==> config.mk <==
export PLATFORM = sky130hd
export DESIGN_NAME = mem_access_unit
export DESIGN_NICKNAME = d
export VERILOG_FILES = /design/src/rtl/mem_access_unit.sv
export SDC_FILE = /design/constraint.sdc
export NUM_CORES = 1
export LEC_CHECK = 0
export CAP_MARGIN = 10
export CORE_ASPECT_RATIO = 0.7
export CORE_UTILIZATION = 39
export CTS_CLUSTER_DIAMETER = 120
export DETAILED_ROUTE_END_ITERATION = 8
export GPL_TIMING_DRIVEN = 0
export PLACE_DENSITY = 0.72
export SLEW_MARGIN = 20
export SYNTH_ARGS = -nofsm -noshare
export SYNTH_HDL_FRONTEND = slang
export SYNTH_SLANG_ARGS = --single-unit
==> constraint.sdc <==
create_clock -name clk -period 2.1 [get_ports clk]
set_clock_uncertainty 0.05 [all_clocks]
set_input_delay 0.21 -clock clk [delete_from_list [all_inputs] [get_ports clk]]
set_output_delay 0.21 -clock clk [all_outputs]
set_load 0.1 [all_outputs]
==> src/rtl/mem_access_unit.sv <==
// Memory-stage load/store sequencer: Dcache req/ack handshake,
// load alignment/extension, stall, misalign and timeout flags.
module mem_access_unit #(
  parameter int DATA_WIDTH  = 32,
  parameter int ACK_TIMEOUT = 16,
  parameter int CNT_WIDTH   = 5
) (
  input  logic                  clk,
  input  logic                  rst_n,
  input  logic                  EXMem_LdEN,
  input  logic                  EXMem_StEN,
  input  logic [2:0]            EXMem_LdType,
  input  logic [1:0]            EXMem_StType,
  input  logic [DATA_WIDTH-1:0] EXMem_AluData,
  input  logic [DATA_WIDTH-1:0] EXMem_Rs2Data,
  input  logic [4:0]            EXMem_RdAddr,
  output logic                  Dcache_Req,
  output logic                  Dcache_Wr,
  output logic [DATA_WIDTH-1:0] Dcache_Addr,
  output logic [DATA_WIDTH-1:0] Dcache_WrData,
  output logic [3:0]            Dcache_ByteEn,
  input  logic                  Dcache_Ack,
  input  logic [DATA_WIDTH-1:0] Dcache_RdRaw,
  output logic                  Mem_LdEN,
  output logic [DATA_WIDTH-1:0] Mem_LdData,
  output logic [4:0]            Mem_RdAddr,
  output logic                  Mem_Stall,
  output logic                  Mem_Misalign,
  output logic                  Mem_BusErr
);

  localparam logic [1:0] IDLE = 2'd0;
  localparam logic [1:0] REQ  = 2'd1;
  localparam logic [1:0] RESP = 2'd2;

  logic [1:0]            state_q, state_d;
  logic [DATA_WIDTH-1:0] addr_q;
  logic                  wr_q;
  logic [3:0]            be_q;
  logic [DATA_WIDTH-1:0] wdata_q;
  logic [2:0]            ldtype_q;
  logic [1:0]            off_q;
  logic [4:0]            rd_q;
  logic [CNT_WIDTH-1:0]  cnt_q;
  logic [DATA_WIDTH-1:0] ldata_q;
  logic [4:0]            rdout_q;
  logic                  buserr_q;

  logic                  access;
  logic                  ld_byte, ld_half;
  logic                  st_byte, st_half;
  logic                  misal;
  logic                  start;
  logic                  timeout;
  logic [3:0]            be_d;
  logic [DATA_WIDTH-1:0] wd_d;
  logic [DATA_WIDTH-1:0] shifted;
  logic [DATA_WIDTH-1:0] ext;

  // Decode of the access sitting in EX/Mem
  always_comb begin
    access  = EXMem_LdEN | EXMem_StEN;
    ld_byte = (EXMem_LdType == 3'b000) || (EXMem_LdType == 3'b100);
    ld_half = (EXMem_LdType == 3'b001) || (EXMem_LdType == 3'b101);
    st_byte = (EXMem_StType == 2'b00);
    st_half = (EXMem_StType == 2'b01);
    misal   = 1'b0;
    be_d    = 4'b1111;
    wd_d    = EXMem_Rs2Data;
    if (EXMem_LdEN) begin
      if (ld_half)       misal = EXMem_AluData[0];
      else if (!ld_byte) misal = |EXMem_AluData[1:0];
    end else begin
      if (st_half)       misal = EXMem_AluData[0];
      else if (!st_byte) misal = |EXMem_AluData[1:0];
    end
    unique case (1'b1)
      st_byte: begin
        be_d = 4'b0001 << EXMem_AluData[1:0];
        wd_d = {4{EXMem_Rs2Data[7:0]}};
      end
      st_half: begin
        be_d = 4'b0011 << {EXMem_AluData[1], 1'b0};
        wd_d = {2{EXMem_Rs2Data[15:0]}};
      end
      default: begin
        be_d = 4'b1111;
        wd_d = EXMem_Rs2Data;
      end
    endcase
  end

  assign start   = (state_q == IDLE) && access && !misal;
  assign timeout = (cnt_q == CNT_WIDTH'(ACK_TIMEOUT - 1));

  // Load extraction from the raw word, using the latched offset
  always_comb begin
    shifted = Dcache_RdRaw >> {off_q, 3'b000};
    unique case (ldtype_q)
      3'b000:  ext = {{24{shifted[7]}}, shifted[7:0]};
      3'b100:  ext = {24'b0, shifted[7:0]};
      3'b001:  ext = {{16{shifted[15]}}, shifted[15:0]};
      3'b101:  ext = {16'b0, shifted[15:0]};
      default: ext = shifted;
    endcase
  end

  always_comb begin
    state_d = state_q;
    unique case (state_q)
      IDLE: if (start) state_d = REQ;
      REQ: begin
        if (Dcache_Ack)   state_d = RESP;
        else if (timeout) state_d = IDLE;
      end
      RESP:    state_d = IDLE;
      default: state_d = IDLE;
    endcase
  end

  always_ff @(posedge clk or negedge rst_n) begin
    if (!rst_n) begin
      state_q  <= IDLE;
      addr_q   <= '0;
      wr_q     <= 1'b0;
      be_q     <= 4'b0;
      wdata_q  <= '0;
      ldtype_q <= 3'b0;
      off_q    <= 2'b0;
      rd_q     <= 5'b0;
      cnt_q    <= '0;
      ldata_q  <= '0;
      rdout_q  <= 5'b0;
      buserr_q <= 1'b0;
    end else begin
      state_q  <= state_d;
      buserr_q <= (state_q == REQ) && !Dcache_Ack && timeout;
      if (start) begin
        addr_q   <= {EXMem_AluData[DATA_WIDTH-1:2], 2'b00};
        wr_q     <= !EXMem_LdEN;
        be_q     <= EXMem_LdEN ? 4'b0 : be_d;
        wdata_q  <= EXMem_LdEN ? '0 : wd_d;
        ldtype_q <= EXMem_LdType;
        off_q    <= EXMem_AluData[1:0];
        rd_q     <= EXMem_RdAddr;
        cnt_q    <= '0;
      end else if (state_q == REQ) begin
        cnt_q <= cnt_q + 1'b1;
      end
      if ((state_q == REQ) && Dcache_Ack && !wr_q) begin
        ldata_q <= ext;
        rdout_q <= rd_q;
      end
    end
  end

  assign Dcache_Req    = (state_q == REQ);
  assign Dcache_Wr     = wr_q;
  assign Dcache_Addr   = addr_q;
  assign Dcache_WrData = wdata_q;
  assign Dcache_ByteEn = be_q;
  assign Mem_LdEN      = (state_q == RESP) && !wr_q;
  assign Mem_LdData    = ldata_q;
  assign Mem_RdAddr    = rdout_q;
  assign Mem_Stall     = start || (state_q == REQ);
  assign Mem_Misalign  = (state_q == IDLE) && access && misal;
  assign Mem_BusErr    = buserr_q;

endmodule

## Word-level counts from Yosys, hierarchy flattened

Index checks and enable logic that the tools add are counted.

| storage, ports and cells | value |
|---|---|
| word-level logic and storage cells | 67 |
| output and inout port bits | 111 |
| flip-flop bits (word level) | 122 |
| input port bits | 111 |

| cells by class | value |
|---|---|
| shift operators | 3 |
| add/sub/neg operators | 1 |
| mux-type cells | 16 |
| reduce and logical (&&, ||, !) cells | 22 |
| equal/unequal tests | 12 |
| bitwise logic cells | 1 |

Operators by type and width:

| cell | count |
|---|---|
| $pmux W32 S4 | 1 |
| $pmux W32 S2 | 1 |
| $mux W32 | 1 |
| $shr A32 B5 Y32 | 1 |
| $eq A3 B3 Y1 const B | 4 |
| $mux W5 | 2 |
| $logic_and A1 B1 Y1 | 8 |
| $pmux W4 S2 | 1 |
| $eq A3 B1 Y1 const B | 2 |
| $logic_not A3 Y1 | 2 |
| $mux W2 | 3 |
| $add A5 B1 Y5 const B | 1 |
| $eq A5 B4 Y1 const B | 1 |
| $mux W1 | 5 |
| $eq A2 B1 Y1 const B | 2 |
| $logic_not A1 Y1 | 4 |
| $logic_not A2 Y1 | 2 |
| $mux W4 | 1 |
| $pmux W2 S2 | 1 |
| $shl A1 B2 Y4 const A | 1 |
| $shl A2 B2 Y4 const A | 1 |
| $logic_or A1 B1 Y1 | 3 |
| $ne A3 B1 Y1 const B | 1 |
| $eq A2 B2 Y1 const B | 1 |
| 5 further kinds | 5 |

## Logic depth before layout (Yosys ltp)

Gate-level depths: netlist of the first run.

| depth | value |
|---|---|
| depth in word-level cells | 9 |
| depth in mapped cells | 7 |
| depth with buffers taken out | 5 |

## Worst setup path before layout of the first run

OpenSTA, ideal clock, no wires.

| path | value |
|---|---|
| path type | flip-flop to output port |
| start point | register wr_q, in the netlist Dcache_Wr |
| end point | output port Mem_LdEN |
| data required time | 1840 ps |
| stages on the path, launching flop included | 2 |
| path buffers | 0 |
| slack | -1278 ps |
| arrival time | 3118 ps |
| path through | dfrtp_1 -> nor3b_1 |

| on the way | value |
|---|---|
| longest elaborated chain between the ends | 2 |

RTL lines:

| what | RTL line | RTL |
|---|---|---|
| start, declared | 38 | `logic wr_q;` |
| start signal, assigned | 140 | `wr_q <= !EXMem_LdEN;` |
| $logic_not A1 Y1 | 162 | `assign Mem_LdEN = (state_q == RESP) && !wr_q;` |
| $logic_and A1 B1 Y1 | 162 |  |
| end, declared | 24 | `output logic Mem_LdEN,` |

Every way passes these cells.

## Worst setup path in the final report of the first run

| path | value |
|---|---|
| start point | input port EXMem_StType[1] |
| end point | output port Mem_Stall |

| on the way | value |
|---|---|
| longest elaborated chain between the ends | 7 |
| elaborated cells between the ends (all ways) | 8 |
| those cells by class | eq/ne: 1; mux: 3; reduce/logical: 4 |

RTL lines:

| what | RTL line | RTL |
|---|---|---|
| start, declared | 13 | `input logic [1:0] EXMem_StType,` |
| $logic_not A2 Y1 | 65 | `st_byte = (EXMem_StType == 2'b00);` |
| $mux W1 | 75 | `else if (!st_byte) misal = \|EXMem_AluData[1:0];` |
| $mux W1 (*) | 74 | `if (st_half) misal = EXMem_AluData[0];` |
| $mux W1 (*) | 70 | `if (EXMem_LdEN) begin` |
| $logic_not A1 Y1 (*) | 93 | `assign start = (state_q == IDLE) && access && !misal;` |
| $logic_and A1 B1 Y1 (*) | 93 |  |
| $logic_or A1 B1 Y1 (*) | 165 | `assign Mem_Stall = start \|\| (state_q == REQ);` |
| end, declared | 27 | `output logic Mem_Stall,` |

Mark *: on every way between the ends. The rest lies on a longest branch, timed or not.

==> results of run 1 <==
## layout by cell type, fill, tap and decap left out, drive strengths merged, types with 3 or more instances in the layout
cell	count
mux2i	40
nand3	32
a211oi	4
dlygate4sd2	105
and2	8
nand2b	10
clkbuf	33
clkinv	6
o31ai	19
nor2b	3
inv	4
buf	32
bufinv	6
clkdlybuf4s50	106
a21oi	26
o21ai	64
nand2	54
mux2	50
nor2	34
dfrtp	122
nor3b	3
a32o	8
## final cells by class
cell class	count	area [um2]
plain buffers	39	231
clock buffers	19	453
clock inverters	13	240
fillers	1243	5780
inverters	4	16.3
multi-input cells	374	2700
flip-flops and latches	122	3050
well taps	195	244
repair buffers	220	2090
## synthesized netlist by cell type
cell         n  share of area, %
nor2b_1      3              0.32
xnor2_1      1              0.15
ha_1         2              0.42
nor3b_1      3              0.38
nand3_1     32               2.7
or3_4        1              0.19
mux2i_1     40               6.7
clkbuf_1    15              0.95
buf_6        7               1.3
o31ai_1     19               2.4
nor3_1       1             0.084
a21o_1       1              0.13
a32o_1       8               1.3
and2_1       8              0.84
nand2b_1    10               1.1
nor2_8       1              0.34
mux2_4      37               9.3
nor2_1      33               2.1
a21oi_2      1              0.15
and3_1       1              0.11
xor2_1       2              0.29
nor4_2       1              0.21
o211ai_1     1              0.13
a211oi_1     2              0.25
nand2_1     54               3.4
o2111ai_2    1              0.25
nand3b_1     2              0.25
a21oi_1     25               2.1
or2_2        1              0.11
buf_2       14               1.2
nand4_1      1              0.11
a31oi_1      1              0.11
conb_1       1             0.063
o21ai_0     62               5.2
buf_1        2              0.13
a211oi_2     1              0.21
clkinv_1     1             0.063
inv_1        3              0.19
dfrtp_1    122                51
mux2_2      13               2.5
o21ai_1      1             0.084
buf_4        3              0.38
o21ai_2      1              0.15
a211oi_4     1              0.34
## critical path: stages
cell             delay [ps]
clkdlybuf4s50_1         570
a211oi_4                 70
a21o_1                  220
o21ai_4                 270
buf_4                   240
nand2_1                 100
buf_8                   200
## what timing repair did
item	in CTS	in global routing
hold buffers	1	0
endpoints found under the hold margin	42	0
setup endpoints to repair	126	32
resized for setup	131	12
buffers inserted	0	2
pin swaps	0	2
## worst max path at each step
stage                     from              to  slack, ps  cells after the start
2_1_floorplan        Dcache_Wr        Mem_LdEN       -270                      1
6_report       EXMem_StType[1]       Mem_Stall        -40                      7
3_3_place_gp             rst_n  Mem_LdData[27]      -3740                      1
5_1_grt        EXMem_LdType[0]       Mem_Stall       -120                      7
3_5_place_dp   EXMem_StType[1]       Mem_Stall      -1170                      7
4_1_cts             state_q[0]       Mem_Stall       -230                      5
## per-layer routing
| metal | up-vias | GRT usage [%] | wire (um) |
|---|---|---|---|
| li1 | 2381 | - | - |
| met1 | 2510 | 33.1 | 8340 |
| met2 | 230 | 36.2 | 8170 |
| met3 | 14 | 6.67 | 1400 |
| met4 | 2 | 6.92 | 157 |
| met5 | - | 0 | 13 |
## sequential cells by signal, indices dropped and copies added, names as in the netlist
name           flops
Mem_RdAddr         5
Mem_LdData        32
cnt_q              5
Dcache_ByteEn      4
Dcache_Wr          1
ldtype_q           3
rd_q               5
state_q            2
off_q              2
Mem_BusErr         1
Dcache_WrData     32
Dcache_Addr       30
## logic make-up (layout without fill, tap and decap cells)
family | after synthesis | after routing | share of synthesized area (%)
xor+xnor | 3 | 3 | 0.442
mux | 90 | 90 | 18.5
flops | 122 | 122 | 51.3
fa+ha+maj | 2 | 2 | 0.421
compound gates | 125 | 125 | 12.9
other cells | 1 | 2 | 0.0630
simple gates | 152 | 152 | 12.2
buf+inv | 45 | 295 | 4.21
## per-stage QoR
step                std cells  cell area [um2]  hold slack [ps]  setup TNS, ps
finish                    986             9030             50.4          -36.1
global route              986             9030             66.1          -1620
CTS                       984             8980             27.1          -1620
detailed placement        953             8400             94.8         -15770
global placement          952             8370              407        -465420
floorplan                 541             5970             -136           -273
==> results.py, run 1 <==
metrics = {
    "run_status": {
        "status": "finished with violations",
        "violations": "negative setup slack",
    },
    "floorplan": {
        "die_h_um": 105,
        "io_pins": 222,
        "coreArea_um2": 14800,
        "start_util_pct": 40.2,
        "num_rows": 37,
        "dieArea_um2": 15800,
        "die_w_um": 150,
    },
    "worst_hold_path": {
        "worstHoldStart": "EXMem_AluData[0]",
        "hold-path-endpoint": "off_q[1]",
        "hold_depth": 3,
        "hold_class": "input pin to flip-flop",
    },
    "finish": {
        "fin_util_pct": 61.0,
        "layout.nets": 891,
        "layout-drive-gt1-share_pct": 16.6,
        "antenna_cells_inserted": 0,
        "synthToLayoutAreaGrowth_pct": 51.8,
    },
    "synth": {
        "seq_area_frac_synth_pct": 51.3,
        "syn_inst": 540,
        "synth_cell_types": 44,
        "synth_area_um2": 5950,
        "ys_ff_latch": 122,
        "synth.avg_cell_area_um2": 11.0,
        "ys_warn_count": 0,
    },
    "global_routing": {
        "grt_util_all_layers_pct": 23.9,
        "grt_first_pass_wirelength_um": 28700,
        "grt_max_degree": 81,
        "grt_pass1_vias": 5397,
        "antenna_found_initial": 1,
        "overflow": 0,
    },
    "drt": {
        "num_vias": 5137,
        "ant_nets": 0,
        "viasPerCell": 5.21,
        "wl_per_cell_um": 18.3,
        "drtIter0Drc": 297,
        "drc": 0,
        "routed_wl_um": 18100,
        "first_pass_iters": 5,
    },
    "clocking": {
        "cts_sinks": 122,
        "cts.path.max_buffers": 2,
        "cts_max_level": 4,
        "root_buffer": "clkbuf_16",
        "numCtsBuffers": 17,
        "tritoncts": "built",
        "clk_pin_slew_ps": 50,
        "insertion_delay_ps": 400,
    },
    "critical_path": {
        "worstSetupPathType": "input pin to output pin",
        "crit_arrival_ps": 1880,
        "r2r-start": "off_q[1]",
        "endpoint_kind": "output pin",
        "timing.rr.end": "Mem_LdData[19]",
        "start_kind": "input pin",
        "r2r_cells": 5,
        "reg2reg_slack_ps": 70,
        "required_ps": 1840,
        "crit_fanout": 10,
    },
    "place": {
        "place_congestion": 0.843,
        "io_buffers": 216,
        "dp_hpwl_um": 13400,
        "preCtsSetupSlack_ps": -1170,
    },
    "timing": {
        "slew_viol_final": 0,
        "setup_ws_ps": -36.1,
        "worst_pin_slew_ps": 1020,
        "fmax_mhz": 468,
        "fin_crit_ps": 2140,
        "rsz0062_at_grt": "yes",
        "setup_viol": 1,
        "max_slew_margin_pct": 31.6,
        "fin_crit_sh_pct": 102,
        "finalHoldViolations": 0,
    },
    "job": {
        "cap_violations": 0,
    },
}
Power of run 1 is left out: the tool's default activity adds up to more than one toggle a clock period on the data nets, which glitch-free logic cannot reach.
==> run 2, diff against run 1 <==
--- a/config.mk
+++ b/config.mk
@@ -10,9 +10,11 @@
 export CORE_UTILIZATION = 39
 export CTS_CLUSTER_DIAMETER = 120
 export DETAILED_ROUTE_END_ITERATION = 8
+export DONT_BUFFER_PORTS = 1
 export GPL_TIMING_DRIVEN = 0
-export PLACE_DENSITY = 0.72
+export PLACE_DENSITY = 0.53
 export SLEW_MARGIN = 20
 export SYNTH_ARGS = -nofsm -noshare
 export SYNTH_HDL_FRONTEND = slang
 export SYNTH_SLANG_ARGS = --single-unit
+export TNS_END_PERCENT = 100
==> constraint.sdc (replaced) <==
create_clock -name clk -period 2 [get_ports clk]
set_clock_uncertainty 0.05 [all_clocks]
set_input_delay 0.2 -clock clk [delete_from_list [all_inputs] [get_ports clk]]
set_output_delay 0.2 -clock clk [all_outputs]
set_load 0.1 [all_outputs]
==> run 2 against run 1 <==
The flow finishes with violations (negative hold slack, negative setup slack). Sequential share of layout area rose by 5.8 points. Via count fell by 8.1%. Die area did not move. Critical path depth fell by 6. Final area fell by 15%. Wire length fell by 1.2%. Clock-buffer cell count did not move. Sequential cell count did not move. Critical endpoint is now Mem_LdEN.
==> results.py, run 2 (synthesis gave the netlist of run 1 again) <==
metrics = {
    "clocking": {
        "numCtsBuffers": 17,
        "insertion_delay_ps": 410,
        "tritoncts": "built",
        "ctsHoldBuffers": 72,
        "cts_max_level": 4,
        "clk_pin_slew_ps": 60,
        "root_buffer": "clkbuf_16",
        "cts.path.max_buffers": 2,
        "cts_sinks": 122,
    },
    "timing": {
        "rsz0062_at_grt": "yes",
        "max_slew_margin_pct": 27.0,
        "fin_crit_sh_pct": 112,
        "worst_pin_slew_ps": 1090,
        "setup_viol": 8,
        "whs_ps": -571,
        "setup_ws_ps": -245,
        "fmax_mhz": 445,
        "fin_crit_ps": 2240,
        "finalHoldViolations": 122,
        "slew_viol_final": 0,
    },
    "worst_hold_path": {
        "hold_class": "input pin to async pin",
    },
    "critical_path": {
        "endpoint_kind": "output pin",
        "worst_path_max_delay_cell": "nor3b_4",
        "crit_arrival_ps": 1990,
        "cp_cell_sequence": "nor3b_4",
        "crit_buf_inv": 0,
        "reg2reg_slack_ps": -10,
        "slowest_delay_ps": 940,
        "critPathTopFamily": "simple AND/OR/NAND/NOR gates",
        "worstSetupPathType": "flip-flop to output pin",
        "required_ps": 1750,
        "crit_fanout": 5,
        "start_kind": "flip-flop",
    },
    "global_routing": {
        "antenna_found_initial": 0,
        "grt_util_all_layers_pct": 22.8,
        "grt_pass1_vias": 4791,
        "grt_first_pass_wirelength_um": 26900,
        "overflow": 0,
        "grt_max_degree": 123,
    },
    "drt": {
        "ant_nets": 0,
        "drtIter0Drc": 295,
        "viasPerCell": 5.57,
        "num_vias": 4722,
        "drc": 0,
        "first_pass_iters": 5,
        "routed_wl_um": 17900,
        "wl_per_cell_um": 21.1,
    },
    "place": {
        "io_buffers": 0,
        "dp_hpwl_um": 12200,
        "preCtsSetupSlack_ps": -452,
        "place_congestion": 0.925,
    },
    "floorplan": {
        "coreArea_um2": 14800,
        "dieArea_um2": 15800,
        "die_h_um": 105,
        "start_util_pct": 40.2,
        "io_pins": 222,
        "num_rows": 37,
        "die_w_um": 150,
    },
    "finish": {
        "fill_cells": 1306,
        "fin_util_pct": 52.1,
        "final_common_cell": "dfrtp_1",
        "layout-drive-gt1-share_pct": 21.0,
        "layout_common_cells": "dfrtp_1, dlygate4sd3_1, o21ai_0, nand2_1, mux2i_1",
        "antenna_cells_inserted": 0,
        "layout.nets": 753,
        "synthToLayoutAreaGrowth_pct": 29.7,
    },
    "run_status": {
        "status": "finished with violations",
        "violations": "negative hold slack, negative setup slack",
    },
    "job": {
        "cap_violations": 0,
    },
}
==> run 2: changes by cell type in the layout (fill, tap and decap cells not counted), sizes merged <==
cell and delta:
clkdlybuf4s15 -1, bufinv -3, nor2 +1, inv +1
clkdlybuf4s50 -106, dlygate4sd3 +71, clkinvlp +2, buf +2
dlygate4sd2 -105
==> run 2: final timing paths <==
kind,start,to,cells after the start
hold reg to reg,rd_q[1],Mem_RdAddr[1],2
setup reg to reg,Dcache_Wr,Mem_LdData[16],5
setup / recovery,Dcache_Wr,Mem_LdEN,1
hold / removal,rst_n,Mem_LdData[24],0
max in group asynchronous,rst_n,off_q[1],0
min in group clk,EXMem_Rs2Data[30],Dcache_WrData[30],3
==> run 2: final cells by class <==
type                       count  area [um2]  area share [%]
inverter                       4        27.5           0.357
multi-input combinational    375        2740            35.5
timing repair buffer          81         788            10.2
buffer                        39         251            3.26
clock buffer                  19         443            5.74
clock inverter                13         166            2.16
sequential                   122        3060            39.7
tap                          195         244            3.16
==> run 2: stage by stage <==
step	instances	setup TNS, ps	area (um2)
CTS	841	-1050	7640
detailed placement	736	-13540	6220
floorplan	541	-363	5970
finish	848	-500	7710
global placement	736	-12980	6210
global route	848	-1270	7710
==> run 2: what timing repair did <==
item                                   CTS  global route
endpoints found under the hold margin  198           122
gates resized for setup                 17             7
setup endpoints to repair               40            73
pin swaps                                4             2
gates cloned                             0             1
buffers inserted                         3             6
==> run 2: layer usage <==
| metal | global-route usage [%] | part of all wire (%) | up-vias |
|---|---|---|---|
| met5 | 0 | 0 | - |
| met4 | 5.83 | 0.92 | 0 |
| met3 | 7.88 | 9.6 | 21 |
| met2 | 33.0 | 44 | 238 |
| met1 | 32.2 | 45 | 2346 |
| li1 | - | - | 2117 |
Power of run 2 is left out for the same reason.
==> run 3, diff against run 2 <==
==> constraint.sdc (replaced) <==
create_clock -name clk -period 2.2 [get_ports clk]
set_clock_uncertainty 0.05 [all_clocks]
set_input_delay 0.22 -clock clk [delete_from_list [all_inputs] [get_ports clk]]
set_output_delay 0.22 -clock clk [all_outputs]
set_load 0.1 [all_outputs]
==> run 3 against run 2 <==
Global-route usage is essentially flat. Critical endpoint unchanged. Register-to-register slack improved by 100 ps. Highest routed layer unchanged. Utilization fell by 0.71 points. Non-clock buffer count is 9 lower. Critical path depth unchanged. Setup slack better by 180 ps. Clock-buffer cell count is 1 lower. Wire length is 1.5% lower. Final area fell by 1.4%. The run still ends with negative hold slack, negative setup slack left. Sequential share of layout area rose by 0.53 points. Die area stayed put. Final cell count is 1.1% lower.
==> results.py, run 3 (synthesis gave the netlist of run 1 again) <==
metrics = {
    "timing": {
        "slew_viol_final": 0,
        "fin_crit_ps": 2260,
        "worst_pin_slew_ps": 1080,
        "finalHoldViolations": 122,
        "setup_ws_ps": -60.5,
        "fin_crit_sh_pct": 103,
        "max_slew_margin_pct": 27.8,
        "whs_ps": -555,
        "fmax_mhz": 442,
        "setup_viol": 1,
        "rsz0062_at_grt": "yes",
    },
    "critical_path": {
        "r2r-start": "state_q[0]",
        "critPathTopFamily": "simple AND/OR/NAND/NOR gates",
        "timing.rr.end": "Dcache_Addr[5]",
        "cp_cell_sequence": "nor3b_4",
        "crit_buf_inv": 0,
        "start_kind": "flip-flop",
        "reg2reg_slack_ps": 90,
        "required_ps": 1930,
        "worstSetupPathType": "flip-flop to output pin",
        "crit_arrival_ps": 1990,
        "worst_path_max_delay_cell": "nor3b_4",
        "crit_fanout": 5,
        "endpoint_kind": "output pin",
        "r2r_cells": 5,
        "slowest_delay_ps": 930,
    },
    "drt": {
        "viasPerCell": 5.54,
        "first_pass_iters": 5,
        "wl_per_cell_um": 21.0,
        "routed_wl_um": 17600,
        "num_vias": 4650,
        "drtIter0Drc": 364,
        "ant_nets": 0,
        "drc": 0,
    },
    "floorplan": {
        "die_h_um": 105,
        "num_rows": 37,
        "die_w_um": 150,
        "start_util_pct": 40.2,
        "dieArea_um2": 15800,
        "io_pins": 222,
        "coreArea_um2": 14800,
    },
    "finish": {
        "antenna_cells_inserted": 0,
        "synthToLayoutAreaGrowth_pct": 27.9,
        "layout_common_cells": "dfrtp_1, dlygate4sd3_1, o21ai_0, nand2_1, mux2i_1",
        "final_common_cell": "dfrtp_1",
        "layout-drive-gt1-share_pct": 19.7,
        "layout.nets": 744,
        "fill_cells": 1326,
    },
    "job": {
        "cap_violations": 0,
    },
    "clocking": {
        "numCtsBuffers": 17,
        "insertion_delay_ps": 420,
        "ctsHoldBuffers": 71,
        "cts_sinks": 122,
        "clk_pin_slew_ps": 60,
        "root_buffer": "clkbuf_16",
        "cts_max_level": 4,
        "tritoncts": "built",
        "cts.path.max_buffers": 2,
    },
    "worst_hold_path": {
        "hold_class": "input pin to async pin",
    },
    "global_routing": {
        "grt_busiest_layer": "met2",
        "grt_first_pass_wirelength_um": 26800,
        "overflow": 0,
        "use_met1_pct": 32.1,
        "met3_usage_pct": 7.92,
        "grtUsageMet2_pct": 32.4,
        "grt_pass1_vias": 4692,
        "grt_max_degree": 123,
        "grt_util_all_layers_pct": 22.8,
        "antenna_found_initial": 0,
    },
    "run_status": {
        "violations": "negative hold slack, negative setup slack",
        "status": "finished with violations",
    },
    "place": {
        "dp_hpwl_um": 11900,
        "place_congestion": 0.920,
        "preCtsSetupSlack_ps": -288,
        "io_buffers": 0,
    },
}
run 3: changes by cell type in the layout (fill, tap and decap cells not counted), moves of 2 or more:
| cell | change |
|---|---|
| inv_8 | +2 |
| inv_6 | +2 |
| clkbuf_2 | -2 |
| buf_4 | -7 |
run 3: stage by stage:
| step | hold WS [ps] | TNS (ps) | cells | utilization, % | cell area [um2] |
|---|---|---|---|---|---|
| after floorplan | -126 | -183 | 541 | - | 5970 |
| after global placement | -122 | -4950 | 736 | 41.9 | 6210 |
| after detailed placement | -121 | -4820 | 736 | 42.0 | 6220 |
| after CTS | -573 | -136 | 836 | 51.0 | 7560 |
| after global routing | -574 | -220 | 839 | 51.4 | 7610 |
| final | -555 | -60.5 | 839 | 51.4 | 7610 |
run 3: repair_timing:
action                     in CTS  in global routing
gates cloned                    0                  1
setup endpoints to repair      40                 28
buffers inserted                0                  2
hold endpoints to repair      198                122
pin swaps                       3                  4
resized for setup               8                  5
run 3: worst max-delay path by stage:
stage / from / end / slack [ps] / cells after the start
6_report: Dcache_Wr / Mem_LdEN / -60 / 1
5_1_grt: Dcache_Wr / Mem_LdEN / -90 / 1
4_1_cts: Dcache_Wr / Mem_LdEN / -100 / 1
3_5_place_dp: state_q[0] / Mem_Stall / -290 / 4
3_3_place_gp: Dcache_Wr / Mem_LdEN / -330 / 1
2_1_floorplan: Dcache_Wr / Mem_LdEN / -180 / 1
run 3: per-layer routing:
metal	vias to the layer above	share of wire (%)
met5	-	0
met4	0	1.5
met3	26	11
met2	244	43
met1	2286	45
li1	2094	-
run 3: layout make-up:
type                    count  area (um2)  share of cell area, %
multi-input cells         375        2720                   35.7
well taps                 195         244                   3.21
clock inverters            14         183                   2.40
flip-flops and latches    122        3060                   40.2
clock buffers              18         439                   5.77
repair buffers             73         726                   9.54
inverters                   4        22.5                  0.296
plain buffers              38         223                   2.93
run 3: worst register-to-register path, stage by stage, from the launching register on:
cell     delay, ps
dfrtp_2        480
or3_4          470
buf_4          180
nor2_8         250
buf_6          240
mux2_4         330
Power of run 3 is left out for the same reason.
